## config.mk

```make
export PLATFORM = sky130hd
export DESIGN_NAME = id_ex_pipe
export DESIGN_NICKNAME = d
export VERILOG_FILES = /design/src/rtl/id_ex_pipe.sv
export SDC_FILE = /design/constraint.sdc
export NUM_CORES = 1
export LEC_CHECK = 0
export CORE_AREA = 2 2 132 134
export DETAILED_ROUTE_END_ITERATION = 10
export DIE_AREA = 0 0 134 136
export PLACE_DENSITY_LB_ADDON = 0.12
export SKIP_LAST_GASP = 1
export SLEW_MARGIN = 15
export SYNTH_ARGS = -nofsm -noshare
export SYNTH_HDL_FRONTEND = slang
export SYNTH_SLANG_ARGS = --single-unit
```

## constraint.sdc

```tcl
create_clock -name clk -period 0.8 [get_ports clk]
set_input_delay 0.16 -clock clk [delete_from_list [all_inputs] [get_ports clk]]
set_output_delay 0.16 -clock clk [all_outputs]
set_load 0.01 [all_outputs]
```

## src/rtl/id_ex_pipe.sv

```systemverilog
// Purpose : ID/EX pipeline register with load-use hazard detection and bubble insertion.
// Latency : one cycle from id_* to ex_*; stall and pc_write are combinational.
// Backpres: stall holds PC and IF/ID for one cycle while a bubble enters EX; flush squashes ID.
//
// Ports:
//   clk, reset (synchronous, active-high), flush (squash the ID-stage instruction)
//   id_*  : decode controls (RegWrite, MemToReg, MemRead, MemWrite, Branch, RegDst,
//           ALUSrc, ALUOp[3:0], Jump[1:0]), operands rd1/rd2/imm/pc4 [31:0],
//           fields rs/rt/rd/shamt [4:0]
//   ex_*  : registered copies of every id_* input
//   stall, pc_write : load-use hazard indication and its complement
//   bubble_count    : saturating count of inserted bubbles
//
// Optional feature: define ID_EX_HAZARD_DETECT_EN to enable load-use detection and the
// bubble counter. Without it stall is 0, pc_write is 1 and bubble_count is 0.
module id_ex_pipe (
  input  logic        clk,
  input  logic        reset,
  input  logic        flush,
  input  logic        id_RegWrite,
  input  logic        id_MemToReg,
  input  logic        id_MemRead,
  input  logic        id_MemWrite,
  input  logic        id_Branch,
  input  logic        id_RegDst,
  input  logic        id_ALUSrc,
  input  logic [3:0]  id_ALUOp,
  input  logic [1:0]  id_Jump,
  input  logic [31:0] id_rd1,
  input  logic [31:0] id_rd2,
  input  logic [31:0] id_imm,
  input  logic [31:0] id_pc4,
  input  logic [4:0]  id_rs,
  input  logic [4:0]  id_rt,
  input  logic [4:0]  id_rd,
  input  logic [4:0]  id_shamt,
  output logic        ex_RegWrite,
  output logic        ex_MemToReg,
  output logic        ex_MemRead,
  output logic        ex_MemWrite,
  output logic        ex_Branch,
  output logic        ex_RegDst,
  output logic        ex_ALUSrc,
  output logic [3:0]  ex_ALUOp,
  output logic [1:0]  ex_Jump,
  output logic [31:0] ex_rd1,
  output logic [31:0] ex_rd2,
  output logic [31:0] ex_imm,
  output logic [31:0] ex_pc4,
  output logic [4:0]  ex_rs,
  output logic [4:0]  ex_rt,
  output logic [4:0]  ex_rd,
  output logic [4:0]  ex_shamt,
  output logic        stall,
  output logic        pc_write,
  output logic [15:0] bubble_count
);

  // A squashed or stalled slot keeps its datapath fields but carries no controls,
  // so it behaves as a NOP in the later stages.
  logic kill_ctrl;
  assign kill_ctrl = flush | stall;

  always_ff @(posedge clk) begin
    if (reset) begin
      ex_RegWrite <= 1'b0;
      ex_MemToReg <= 1'b0;
      ex_MemRead  <= 1'b0;
      ex_MemWrite <= 1'b0;
      ex_Branch   <= 1'b0;
      ex_RegDst   <= 1'b0;
      ex_ALUSrc   <= 1'b0;
      ex_ALUOp    <= 4'd0;
      ex_Jump     <= 2'd0;
      ex_rd1      <= 32'd0;
      ex_rd2      <= 32'd0;
      ex_imm      <= 32'd0;
      ex_pc4      <= 32'd0;
      ex_rs       <= 5'd0;
      ex_rt       <= 5'd0;
      ex_rd       <= 5'd0;
      ex_shamt    <= 5'd0;
    end else begin
      ex_rd1   <= id_rd1;
      ex_rd2   <= id_rd2;
      ex_imm   <= id_imm;
      ex_pc4   <= id_pc4;
      ex_rs    <= id_rs;
      ex_rt    <= id_rt;
      ex_rd    <= id_rd;
      ex_shamt <= id_shamt;
      if (kill_ctrl) begin
        ex_RegWrite <= 1'b0;
        ex_MemToReg <= 1'b0;
        ex_MemRead  <= 1'b0;
        ex_MemWrite <= 1'b0;
        ex_Branch   <= 1'b0;
        ex_RegDst   <= 1'b0;
        ex_ALUSrc   <= 1'b0;
        ex_ALUOp    <= 4'd0;
        ex_Jump     <= 2'd0;
      end else begin
        ex_RegWrite <= id_RegWrite;
        ex_MemToReg <= id_MemToReg;
        ex_MemRead  <= id_MemRead;
        ex_MemWrite <= id_MemWrite;
        ex_Branch   <= id_Branch;
        ex_RegDst   <= id_RegDst;
        ex_ALUSrc   <= id_ALUSrc;
        ex_ALUOp    <= id_ALUOp;
        ex_Jump     <= id_Jump;
      end
    end
  end

`ifdef ID_EX_HAZARD_DETECT_EN
  // Load in EX whose destination is a source of the ID instruction. $zero never
  // creates a dependency. Only registered EX state and ID fields feed this term,
  // so flush has no path into stall. The bubble clears ex_MemRead, which
  // guarantees the stall lasts exactly one cycle.
  assign stall = ex_MemRead && (ex_rt != 5'd0) &&
                 ((ex_rt == id_rs) || (ex_rt == id_rt));

  // Flush takes priority over a stall, so a squashed slot is not counted as a bubble.
  always_ff @(posedge clk) begin
    if (reset) begin
      bubble_count <= 16'd0;
    end else if (stall && !flush && (bubble_count != 16'hFFFF)) begin
      bubble_count <= bubble_count + 16'd1;
    end
  end
`else
  assign stall        = 1'b0;
  assign bubble_count = 16'd0;
`endif

  assign pc_write = ~stall;

endmodule
```

==> results of run 1 <==
## layout make-up
class / count / area [um^2]
Fill cell: 1567 / 8550
Multi-Input combinational cell: 179 / 1140
Clock inverter: 7 / 50.0
Tap cell: 225 / 282
Clock buffer: 24 / 502
Sequential cell: 161 / 3320
Timing Repair Buffer: 332 / 3030
## flip-flops by register name (all words and copies together), names as in the netlist, 2 cells and up
| name | count |
|---|---|
| ex_imm | 32 |
| ex_pc4 | 32 |
| ex_rd1 | 32 |
| ex_rd2 | 32 |
| ex_rd | 5 |
| ex_rs | 5 |
| ex_rt | 5 |
| ex_shamt | 5 |
| ex_ALUOp | 4 |
| ex_Jump | 2 |
## cell families after synthesis
| group | Yosys count | share of synthesized area |
|---|---|---|
| DFF | 161 | 0.708 |
| and+or+nand+nor | 161 | 0.236 |
| buffers and inverters | 37 | 0.0539 |
| other | 2 | 0.00165 |
## cell usage after synthesis
master,n,share of area
sky130_fd_sc_hd__buf_2,15,0.017
sky130_fd_sc_hd__buf_4,19,0.031
sky130_fd_sc_hd__buf_6,2,0.0050
sky130_fd_sc_hd__clkbuf_2,1,0.0011
sky130_fd_sc_hd__conb_1,2,0.0017
sky130_fd_sc_hd__dfxtp_1,161,0.71
sky130_fd_sc_hd__nor2b_1,148,0.20
sky130_fd_sc_hd__nor3b_1,3,0.0050
sky130_fd_sc_hd__nor3b_2,10,0.028
## how the worst min path moves through the flow
| stage | end | from | slack (ns) | depth (start not counted) |
|---|---|---|---|---|
| 5_1_grt | ex_RegWrite | reset | 0.19 | 3 |
| 2_1_floorplan | ex_ALUOp[1] | flush | 0.24 | 1 |
| 6_report | ex_RegWrite | reset | 0.19 | 3 |
| 3_3_place_gp | ex_RegDst | reset | 0.63 | 3 |
| 4_1_cts | ex_RegWrite | reset | 0.19 | 3 |
| 3_5_place_dp | ex_RegWrite | reset | 0.64 | 3 |
## routing by layer
metal / global-route usage / vias up / wire [um]
met3: 0.0887 / 18 / 1790
li1: - / 1718 / -
met1: 0.142 / 1566 / 4780
met4: 0.0579 / 0 / 248
met2: 0.245 / 216 / 6640
met5: 0 / - / 0
## timing repair
item	CTS	global route
endpoints found under the setup margin	161	161
setup buffers	0	0
resized for setup	707	89
## report_power, final
| part | switching [W] | internal [W] | total (W) |
|---|---|---|---|
| Clock | 0.00315 | 0.00437 | 0.00752 |
| Combinational | 0.000772 | 0.00144 | 0.00222 |
| Sequential | 0.000135 | 0.00848 | 0.00862 |
## per-stage QoR
stage	instance area [um^2]	power, W	util
after floorplan	4610	0.00946	-
after global placement	8020	0.0111	0.475
after detailed placement	8020	0.0112	0.475
after CTS	8010	0.0184	0.475
after global routing	8320	0.0191	0.493
final	8320	0.0184	0.493
## layout by cell type, fill, tap and decap left out
cell and n:
sky130_fd_sc_hd__buf_4 3, sky130_fd_sc_hd__nor3b_1 3, sky130_fd_sc_hd__clkinv_2 2, sky130_fd_sc_hd__buf_6 74, sky130_fd_sc_hd__clkdlybuf4s50_1 162, sky130_fd_sc_hd__dfxtp_1 87, sky130_fd_sc_hd__clkbuf_16 17, sky130_fd_sc_hd__buf_2 87
sky130_fd_sc_hd__nor2b_1 148, sky130_fd_sc_hd__clkbuf_1 2, sky130_fd_sc_hd__dfxtp_2 74, sky130_fd_sc_hd__clkinvlp_4 3, sky130_fd_sc_hd__clkbuf_8 5, sky130_fd_sc_hd__inv_6 2, sky130_fd_sc_hd__conb_1 18, sky130_fd_sc_hd__buf_12 6
sky130_fd_sc_hd__nor3b_2 10
==> tab_implementation.tex, run 1 <==
\begin{tabular}{lr}
\hline
Metric & Value \\
\hline
\multicolumn{2}{l}{\textbf{Placed design}} \\
Weighted congestion at the end of routability-driven global placement & $\sim$0.75 \\
Number of port buffers & $\sim$320 \\
Instance count after placement with tap cells included & 897 \\
Setup slack after placement & -0.266 ns \\
Detailed Place HPWL & 10,300 um \\
\multicolumn{2}{l}{\textbf{STA}} \\
Setup repair after global routing missed its margin & yes \\
Clock period minus final worst setup slack & around 1.0 ns \\
Timing-limited maximum frequency & between 0.9 and 1 GHz \\
Final sum of negative setup slack & -32.50 ns \\
Final-report max-slew violation count & 0 \\
Final period util & 1.27 \\
Worst hold margin & a little under 0.2 ns \\
Fin worst setup slack & -0.219 ns \\
Setup Viol. Count Final & roughly 160 \\
Number of endpoints with negative hold slack in the final report & 0 \\
\multicolumn{2}{l}{\textbf{Clock tree}} \\
Number of clock buffers inserted by TritonCTS & 17 \\
Maximum level of the CTS H-tree & 4 \\
Number of buffers inserted for hold repair after clock tree synthesis & 0 \\
Clock root cell & sky130\_fd\_sc\_hd\_\_clkbuf\_16 \\
Number of buffers on the longest clock path & 2 \\
TritonCTS clock tree & built \\
CTS clk-pin slew, worst paths & around 0.060 ns \\
CTS Sinks & $\sim$160 \\
\multicolumn{2}{l}{\textbf{Route}} \\
Number of design rule violations left after detail routing & 0 \\
Remaining antenna violation count & 0 \\
Average wire length per cell after detail routing & approximately 14 um \\
TritonRoute pass-1 iters & 4 \\
Total wire length after detailed routing & between 10,000 and 15,000 um \\
Via density & between 3 and 4 \\
Vias post-DR & approximately 3.5k \\
Number of DRC violations after detailed-routing iteration 0 & 103 \\
\multicolumn{2}{l}{\textbf{Run status}} \\
Outcome & complete, but fails checks \\
Violations in the final reports & negative setup slack \\
\multicolumn{2}{l}{\textbf{Global route}} \\
Number of antenna violations at the first check in global routing & 0 \\
First-pass GRT wire length & a little under 20,000 um \\
Via count of the first global-routing pass & 3,567 \\
Pin count of the biggest net entering global routing & 38 \\
GRT overflow & 0 \\
Total global-route track usage & 0.144 \\
\multicolumn{2}{l}{\textbf{Worst setup path}} \\
Worst path required time & 0.64 ns \\
Delay-heaviest family, CP & flip-flops \\
Critical Path Start Type & register \\
Arrival time at the worst endpoint & about 0.86 ns \\
Capturing element of the worst setup path & ex\_rd[1] \\
Critical path endpoint category & output port \\
Cell with the largest stage delay on the worst path & sky130\_fd\_sc\_hd\_\_dfxtp\_2 \\
CP cell instances & buf\_6 \\
Critical-path maximum fanout & 1 \\
Startpoint of the worst setup timing path & ex\_rd[1] \\
Number of cells on the critical path & 1 \\
CP max stage delay & 0.33 ns \\
Type of the worst setup path & reg2out \\
Critical path buffers and inverters & 1 \\
\multicolumn{2}{l}{\textbf{Logic synthesis}} \\
Area of the mapped netlist & 4550 um\^{}2 \\
Avg Inst Size Synth & 12.6 um\^{}2 \\
Synthesis Warnings & 0 \\
Number of different library cells in the post-synthesis netlist & 9 \\
Proportion of synthesized chip area in sequential cells & 0.708 \\
Number of cells produced by synthesis & approximately 360 \\
Register bit total from synthesis & between 150 and 200 \\
\multicolumn{2}{l}{\textbf{Final layout}} \\
Number of nets in the layout & between 800 and 900 \\
Ratio of cells with drive above 1 in the final layout & 0.403 \\
Count of placed standard cells in the final layout, fillers left out & between 900 and 1k \\
N\_diodes & 0 \\
Growth of design area from synthesis to finish & 82.9\% \\
\multicolumn{2}{l}{\textbf{Pwr}} \\
Lkg Pwr & between 3 and 4 nW \\
Worst vdd rail ir drop & around 1.4 mV \\
Total power density per cell area & 2200 nW/um\^{}2 \\
\multicolumn{2}{l}{\textbf{Die}} \\
Initial Util & 0.270 \\
Horizontal die dimension & around 130 um \\
Io pins & between 300 and 400 \\
Die outline area & between 15,000 and 20,000 um\^{}2 \\
FP Rows & 48 \\
Total core area & around 17,000 um\^{}2 \\
Vertical die dimension & around 140 um \\
\multicolumn{2}{l}{\textbf{Run}} \\
Max\_cap viols & 0 \\
\multicolumn{2}{l}{\textbf{Min path}} \\
Hold Path Class & in2reg \\
\hline
\end{tabular}
Power figures use the tool's default switching activity.
==> run 2, diff against run 1 <==
Settings changed: ABC_CLOCK_PERIOD_IN_PS set to 800.
==> results of run 2 <==
Same layout as run 1: the final DEF is identical, and so are final timing and power.
